<file path="src/rtl/ext_pkg.sv">
// Shared types and widths for the immediate-extender arbiter slice.
// Latency: n/a (declarations only).
// Backpressure: n/a.
// Contents: ext_op_t extension-op encoding, IMM_W / WORD_W default widths.
package ext_pkg;

  localparam int IMM_W  = 16;
  localparam int WORD_W = 32;

  typedef enum logic [1:0] {
    EXT_ZERO = 2'b00,
    EXT_SIGN = 2'b01,
    EXT_LUI  = 2'b10,
    EXT_RSVD = 2'b11
  } ext_op_t;

endpackage

</file>
<file path="src/rtl/imm_ext.sv">
// Immediate extender: widens an IW-bit immediate to OW bits per ext_op_t.
// Latency: 0 cycles, purely combinational.
// Backpressure: none; output follows inputs.
// Ports: imm (IW) and op (ext_op_t) in, out (OW) out. OW is expected to be 2*IW.
module imm_ext
  import ext_pkg::*;
#(
  parameter int IW = IMM_W,
  parameter int OW = WORD_W
) (
  input  logic    [IW-1:0] imm,
  input  ext_op_t          op,
  output logic    [OW-1:0] out
);

  always_comb begin
    out = {{(OW-IW){1'b0}}, imm};
    case (op)
      EXT_ZERO: out = {{(OW-IW){1'b0}}, imm};
      EXT_SIGN: out = {{(OW-IW){imm[IW-1]}}, imm};
      EXT_LUI:  out = {imm, {(OW-IW){1'b0}}};
      // Reserved encoding degrades to zero-extension.
      default:  out = {{(OW-IW){1'b0}}, imm};
    endcase
  end

endmodule

</file>
<file path="src/rtl/ext_arbiter.sv">
// Two-port arbiter sharing one immediate extender, with a registered valid/ready output.
// Latency: grant -> out_valid is 1 cycle; 1 result/cycle while out_ready=1.
// Backpressure: FULL && !out_ready holds the result and suppresses both grants.
// Ports: clk, reset (sync, active-high); req/imm/op per port in, gnt per port out;
//        out_valid/out_id/out result out, out_ready in.
// Option: EXT_ARB_ROUND_ROBIN_EN selects round-robin; otherwise port 0 has fixed priority.
module ext_arbiter
  import ext_pkg::*;
#(
  parameter int IW = IMM_W,
  parameter int OW = WORD_W
) (
  input  logic          clk,
  input  logic          reset,
  input  logic          req0,
  input  logic [IW-1:0] imm0,
  input  logic [1:0]    op0,
  input  logic          req1,
  input  logic [IW-1:0] imm1,
  input  logic [1:0]    op1,
  output logic          gnt0,
  output logic          gnt1,
  output logic          out_valid,
  output logic          out_id,
  output logic [OW-1:0] out,
  input  logic          out_ready
);

  localparam logic [0:0] ST_EMPTY = 1'b0;
  localparam logic [0:0] ST_FULL  = 1'b1;

  logic [0:0]    state;
  logic          can_accept;
  logic          grant_any;
  logic [IW-1:0] imm_sel;
  logic [1:0]    op_sel;
  logic [OW-1:0] ext_res;

  assign out_valid = (state == ST_FULL);

  // Folding reset in here keeps both grants low while reset is held.
  assign can_accept = !reset && ((state == ST_EMPTY) || out_ready);

`ifdef EXT_ARB_ROUND_ROBIN_EN
  logic last;

  // On contention the port that did not win last time goes next.
  assign gnt0 = can_accept && req0 && (!req1 || last);
  assign gnt1 = can_accept && req1 && (!req0 || !last);
`else
  assign gnt0 = can_accept && req0;
  assign gnt1 = can_accept && req1 && !req0;
`endif

  assign grant_any = gnt0 || gnt1;

  // Mux select is only meaningful on a grant edge, so gnt1 alone picks the winner.
  assign imm_sel = gnt1 ? imm1 : imm0;
  assign op_sel  = gnt1 ? op1  : op0;

  imm_ext #(
    .IW (IW),
    .OW (OW)
  ) u_imm_ext (
    .imm (imm_sel),
    .op  (ext_op_t'(op_sel)),
    .out (ext_res)
  );

  always_ff @(posedge clk) begin
    if (reset) begin
      state  <= ST_EMPTY;
      out    <= '0;
      out_id <= 1'b0;
    end else if (grant_any) begin
      // A grant while FULL implies out_ready: pop and refill on the same edge.
      state  <= ST_FULL;
      out    <= ext_res;
      out_id <= gnt1;
    end else if (state == ST_FULL && out_ready) begin
      state <= ST_EMPTY;
    end
  end

`ifdef EXT_ARB_ROUND_ROBIN_EN
  always_ff @(posedge clk) begin
    if (reset) begin
      last <= 1'b1;
    end else if (grant_any) begin
      last <= gnt1;
    end
  end
`endif

endmodule

</file>
<file path="config.mk">
export PLATFORM = sky130hd
export DESIGN_NAME = ext_arbiter
export DESIGN_NICKNAME = d
export VERILOG_FILES = /design/src/rtl/ext_pkg.sv /design/src/rtl/imm_ext.sv /design/src/rtl/ext_arbiter.sv
export SDC_FILE = /design/constraint.sdc
export NUM_CORES = 1
export LEC_CHECK = 0
export ABC_AREA = 1
export BUFFER_PORTS_ARGS = -buffer_cell sky130_fd_sc_hd__buf_2
export CORE_UTILIZATION = 40
export DETAILED_ROUTE_END_ITERATION = 7
export PLACE_DENSITY = 0.77
export SLEW_MARGIN = 10
export SYNTH_ARGS = -nofsm -noshare
export SYNTH_HDL_FRONTEND = slang
export SYNTH_SLANG_ARGS = --single-unit
</file>
<file path="constraint.sdc">
create_clock -name clk -period 1.96 [get_ports clk]
set_input_delay 0.294 -clock clk [delete_from_list [all_inputs] [get_ports clk]]
set_output_delay 0.294 -clock clk [all_outputs]
set_load 0.1 [all_outputs]
</file>
## Yosys cells after proc, flatten, opt, wreduce, memory -nomap -nowiden

Cells that the tools add are included.

- Reduce and logical (&&, ||, !) cells: 10
- Muxes and demuxes: 5
- Eq/ne operators: 2
- Bitwise operators: 1

Operators with widths:

| cell | count |
|---|---|
| $pmux W32 S2 | 1 |
| $mux W16 | 1 |
| $logic_and A1 B1 Y1 | 5 |
| $eq A2 B1 Y1 const B | 1 |
| $eq A2 B2 Y1 const B | 1 |
| $logic_not A1 Y1 | 2 |
| $logic_or A1 B1 Y1 | 2 |
| $mux W1 | 2 |
| $mux W2 | 1 |
| $reduce_bool A2 Y1 | 1 |
| $not A1 Y1 | 1 |

- Input port bits: 41
- Bits in registers: 34

## Depth between registers and ports, before layout

- Depth after elaboration: 8
- Mapped depth: 13
- Mapped depth without buffers: 11

## Cells and area by module

Synthesis repeated with hierarchy kept, for this count alone.

- Cell total of the unflattened synthesis: 352
- Area total of the unflattened synthesis: 2095.8 µm²

Modules (own cells, without submodules):

| module | area an instance (µm²) | cells an instance | instances |
|---|---|---|---|
| ext_arbiter | 1669.1 | 276 | 1 |
| imm_ext | 426.7 | 76 | 1 |

## Least setup slack after synthesis

No wires, ideal clock.

- Path kind: register -> register
- Start point: register state (netlist: out_valid)
- End point: register out[5]
- Slack: -836 ps
- Clock period less this slack: 2796 ps
- Arrival time: 2663 ps
- Stages on the path, launching flop included: 13
- Data required time: 1828 ps
- Path buffers: 2
- Cell sequence: dfxtp_1 nand2_2 nand3_4 buf_6 nand2_1 o21ai_0 inv_1 ha_1 nor2_1 nor2_4 buf_4 nand3_1 a21oi_1

- Longest elaborated chain between the ends: 8

RTL lines:

| element | RTL line | source |
|---|---|---|
| start, declared | ext_arbiter.sv:32 | `logic [0:0] state;` |
| start signal, assigned | ext_arbiter.sv:72 | `state <= ST_EMPTY;` |
| start signal, assigned | ext_arbiter.sv:77 | `state <= ST_FULL;` |
| start signal, assigned | ext_arbiter.sv:81 | `state <= ST_EMPTY;` |
| $not A1 Y1 * | ext_arbiter.sv:42 | `assign can_accept = !reset && ((state == ST_EMPTY) \|\| out_ready);` |
| $logic_or A1 B1 Y1 * | ext_arbiter.sv:42 |  |
| $logic_and A1 B1 Y1 * | ext_arbiter.sv:42 |  |
| $logic_and A1 B1 Y1 (2 in a row) | ext_arbiter.sv:52 | `assign gnt1 = can_accept && req1 && !req0;` |
| $mux W2 | ext_arbiter.sv:59 | `assign op_sel = gnt1 ? op1 : op0;` |
| $eq A2 B2 Y1 / $eq A2 B1 Y1 (equally long branches) | imm_ext.sv:18 | `case (op)` |
| $pmux W32 S2 | imm_ext.sv:18 |  |
| end signal, assigned | ext_arbiter.sv:78 | `out <= ext_res;` |
| end, declared | ext_arbiter.sv:25 | `output logic [OW-1:0] out,` |

Mark *: on every way between the ends. The rest lies on a longest branch, timed or not.
A chain may end at the register's enable or synchronous reset.

## Worst setup path in the final report

Ends and elaborated chain as after synthesis.

==> impl_results.md <==
* Status: finished with violations
* Failing checks: DRC
* CP required at 2.16 ns
* Clk pin slew, worst setup/hold paths at 0.07 ns
* Sequential-to-total area share from yosys stat at 35.4%
* IO Port Bufs at 76
* Setup Viol. Count Final at 0
* Cell family with most CP delay: simple AND/OR/NAND/NOR gates
* CTS Buf Count at 5
* Fin nets at 394
* Crit path largest cell delay at 0.37 ns
* Post-CTS sizing at 0
* Peak supply drop at 0.000355 V
* Clock buffer depth at 2
* Sw frac at 39.1%
* Synth top area share at 35.4%
* Skew-Pair Late Insertion Delay at 0.28 ns
* Tcrit/Tclk final at 87.9%
* Diodes inserted at 0
* HPWL Detailed at 3680 µm
* Async set or reset register ratio after synthesis at 0%
* Root buf cell: clkbuf_8
* Crit start category: register
* Initial antenna violation count at 0
* Setup Slack @ Placement at -0.0215 ns
* Leakage power at 1.31 nW
* All-Layer GR Usage at 20.8%
* Clk_skew at 0.00693 ns
* Internal power at 1.14 mW
* Cell-by-cell listing of the critical path: nand2_4 > nand3_4 > o21ai_1 > inv_1 > ha_4 > nor2_2 > nor2_4 > buf_12 > nand3_1 > a21oi_1
* Post-route setup slack at 0.237 ns
* Fill cells at 435
* FMAX at 580 MHz
* Top_reg_cell synth: dfxtp_1
* Vias in the first global route at 1918
* Slowest CP cell: dfxtp_4
* Pwr dens at 747 nW/µm²
* Slew HR at 61.7%
* Synth Register Bits at 34
* Die area at 5090 µm²
* Post-synthesis cell area at 1920 µm²
* Final Wtd Congestion at 0.803
* CP bufs+invs at 2
* Final Total Pwr at 1.87 mW
* Multi-input logic area at 1010 µm²
* First-pass iteration count of the detailed router at 7
* Storage cell area at 684 µm²
* Share of cells above drive strength 1 at 36.6%
* Cell Rows at 24
* Final Max Tran Viols at 0
* CTS Sinks at 34
* Max-cap viol count at 0
* RSZ-0062 raised after global routing: false
* Die width at 71.3 µm
* Gate power share at 34.7%
* Routed Antenna Nets at 0
* Area growth syn-to-layout at 30.0%
* Syn_nets at 316
* CTS tree: built
* Initial DRC Count at 130
* Setup Crit Path Kind: register to register
* Wirelength per Cell at 12.4 µm
* Final hold viol count at 0
* Global-route wire length before repair at 8460 µm
* H-tree depth at 2
* Gr ovfl total at 0
* Hold Path Class: input port to register
* Remaining DRCs at 5
* EDFF count, synth at 0
* Synth warn at 0
* Mean Syn Cell Area at 7.07 µm²
* Switching pwr at 0.730 mW
* Clock period minus worst slack at 1.72 ns
* Netlist cell types at 24
* Top post-synthesis cells by area: dfxtp_1 35%, nand2_1 14%, nand3_1 8.3%
* Largest net degree at the start of global routing at 33
* Arr. time, crit path at 1.93 ns
* Flop pwr share at 40.0%
* DIE HEIGHT at 71.3 µm
* Most common cell after layout, fill and taps aside: buf_2
* Most frequent cells in the layout: 75 x buf_2, 70 x nand2_1, 40 x inv_1
* Post-Synthesis Cells at 272
* Clk pwr share at 25.3%
* Worst slew pin tran at 0.572 ns
* Via count at 1982
* Final WL at 4990 µm
* Worst-path fanout max at 15
* Synth area leader: dfxtp_1
* Initial Util at 43.0%
* Io pins at 77
* Vias per inst at 4.93
* Setup crit end kind: register
* Core footprint at 4470 µm²
## what timing repair did
action,4_1_cts,5_1_grt
hold buffers,0,0
buffers inserted,0,1
setup endpoints to repair,0,8
## power groups by stage
stage,registers (mW),clock network (mW),logic [mW]
after floorplan,1.01,0,0.249
after global placement,0.761,0,0.630
after detailed placement,0.761,0,0.638
after CTS,0.746,0.488,0.639
after global routing,0.750,0.517,0.690
final,0.746,0.473,0.648
## worst paths after layout
check | startpoint | to | slack, ns | cells after the start
hold reg to reg | out[3] | out[3] | 0.46 | 2
setup / recovery | out_valid | out[5] | 0.24 | 10
hold / removal | imm0[13] | out[13] | 0.39 | 5
setup reg to reg | out_valid | out[5] | 0.24 | 10
## synth_stat cells, types with 2 or more instances
master,number
inv_2,2
nor2_4,2
nand3_1,32
buf_2,7
nand2_1,70
inv_1,40
clkbuf_1,5
a21oi_2,10
buf_6,3
dfxtp_1,34
ha_1,3
a21oi_1,23
nand4_1,16
nand2_2,11
nand3_4,2
o21ai_0,4
## sequential cells by signal (all words and copies together) (netlist names)
name,cells
out,32
out_valid,1
out_id,1
## stage by stage
step           cell area, µm²  instances  hold slack (ns)  utilization (%)  TNS (ns)
6_report                 2500        402            0.388             55.9         0
5_1_grt                  2500        402            0.407             55.9         0
4_1_cts                  2480        401            0.385             55.4         0
3_5_place_dp             2400        394            0.456             53.7    -0.138
3_3_place_gp             2400        394            0.450             53.7         0
2_1_floorplan            1960        272            0.487                -    -0.148
## worst register-to-register path: stages (launching register included)
cell and delay, ns:
dfxtp_4 0.37, nand2_4 0.07, nand3_4 0.09, o21ai_1 0.18, inv_1 0.11, ha_4 0.30, nor2_2 0.05, nor2_4 0.12
buf_12 0.15, nand3_1 0.07, a21oi_1 0.14
## logic make-up (layout without fill, tap and decap cells)
kind of cell	Yosys count	count (layout)	share of synthesized area [%]
and+or+nand+nor	138	138	36.2
buffers and inverters	58	136	13.1
AOI/OAI and AO/OA	39	39	13.3
DFF	34	34	35.4
adders and majority gates	3	3	1.95
## area by class of cell
| cell class | instances | area share, % |
|---|---|---|
| Tap cell | 52 | 2.60 |
| Inverter | 42 | 6.31 |
| Timing Repair Buffer | 87 | 20.1 |
| Multi-Input combinational cell | 180 | 40.5 |
| Clock buffer | 7 | 3.05 |
| Sequential cell | 34 | 27.4 |
## per-layer routing
metal | vias to the layer above | wire length (µm) | global-route usage (%) | share of wire (%)
met2 | 75 | 2280 | 34.4 | 46
met5 | - | 0 | 0 | 0
met1 | 880 | 2360 | 27.0 | 47
met4 | 0 | 51 | 6.22 | 1.0
met3 | 4 | 292 | 4.92 | 5.9
li1 | 1023 | - | - | -
Power figures use the tool's default switching activity.
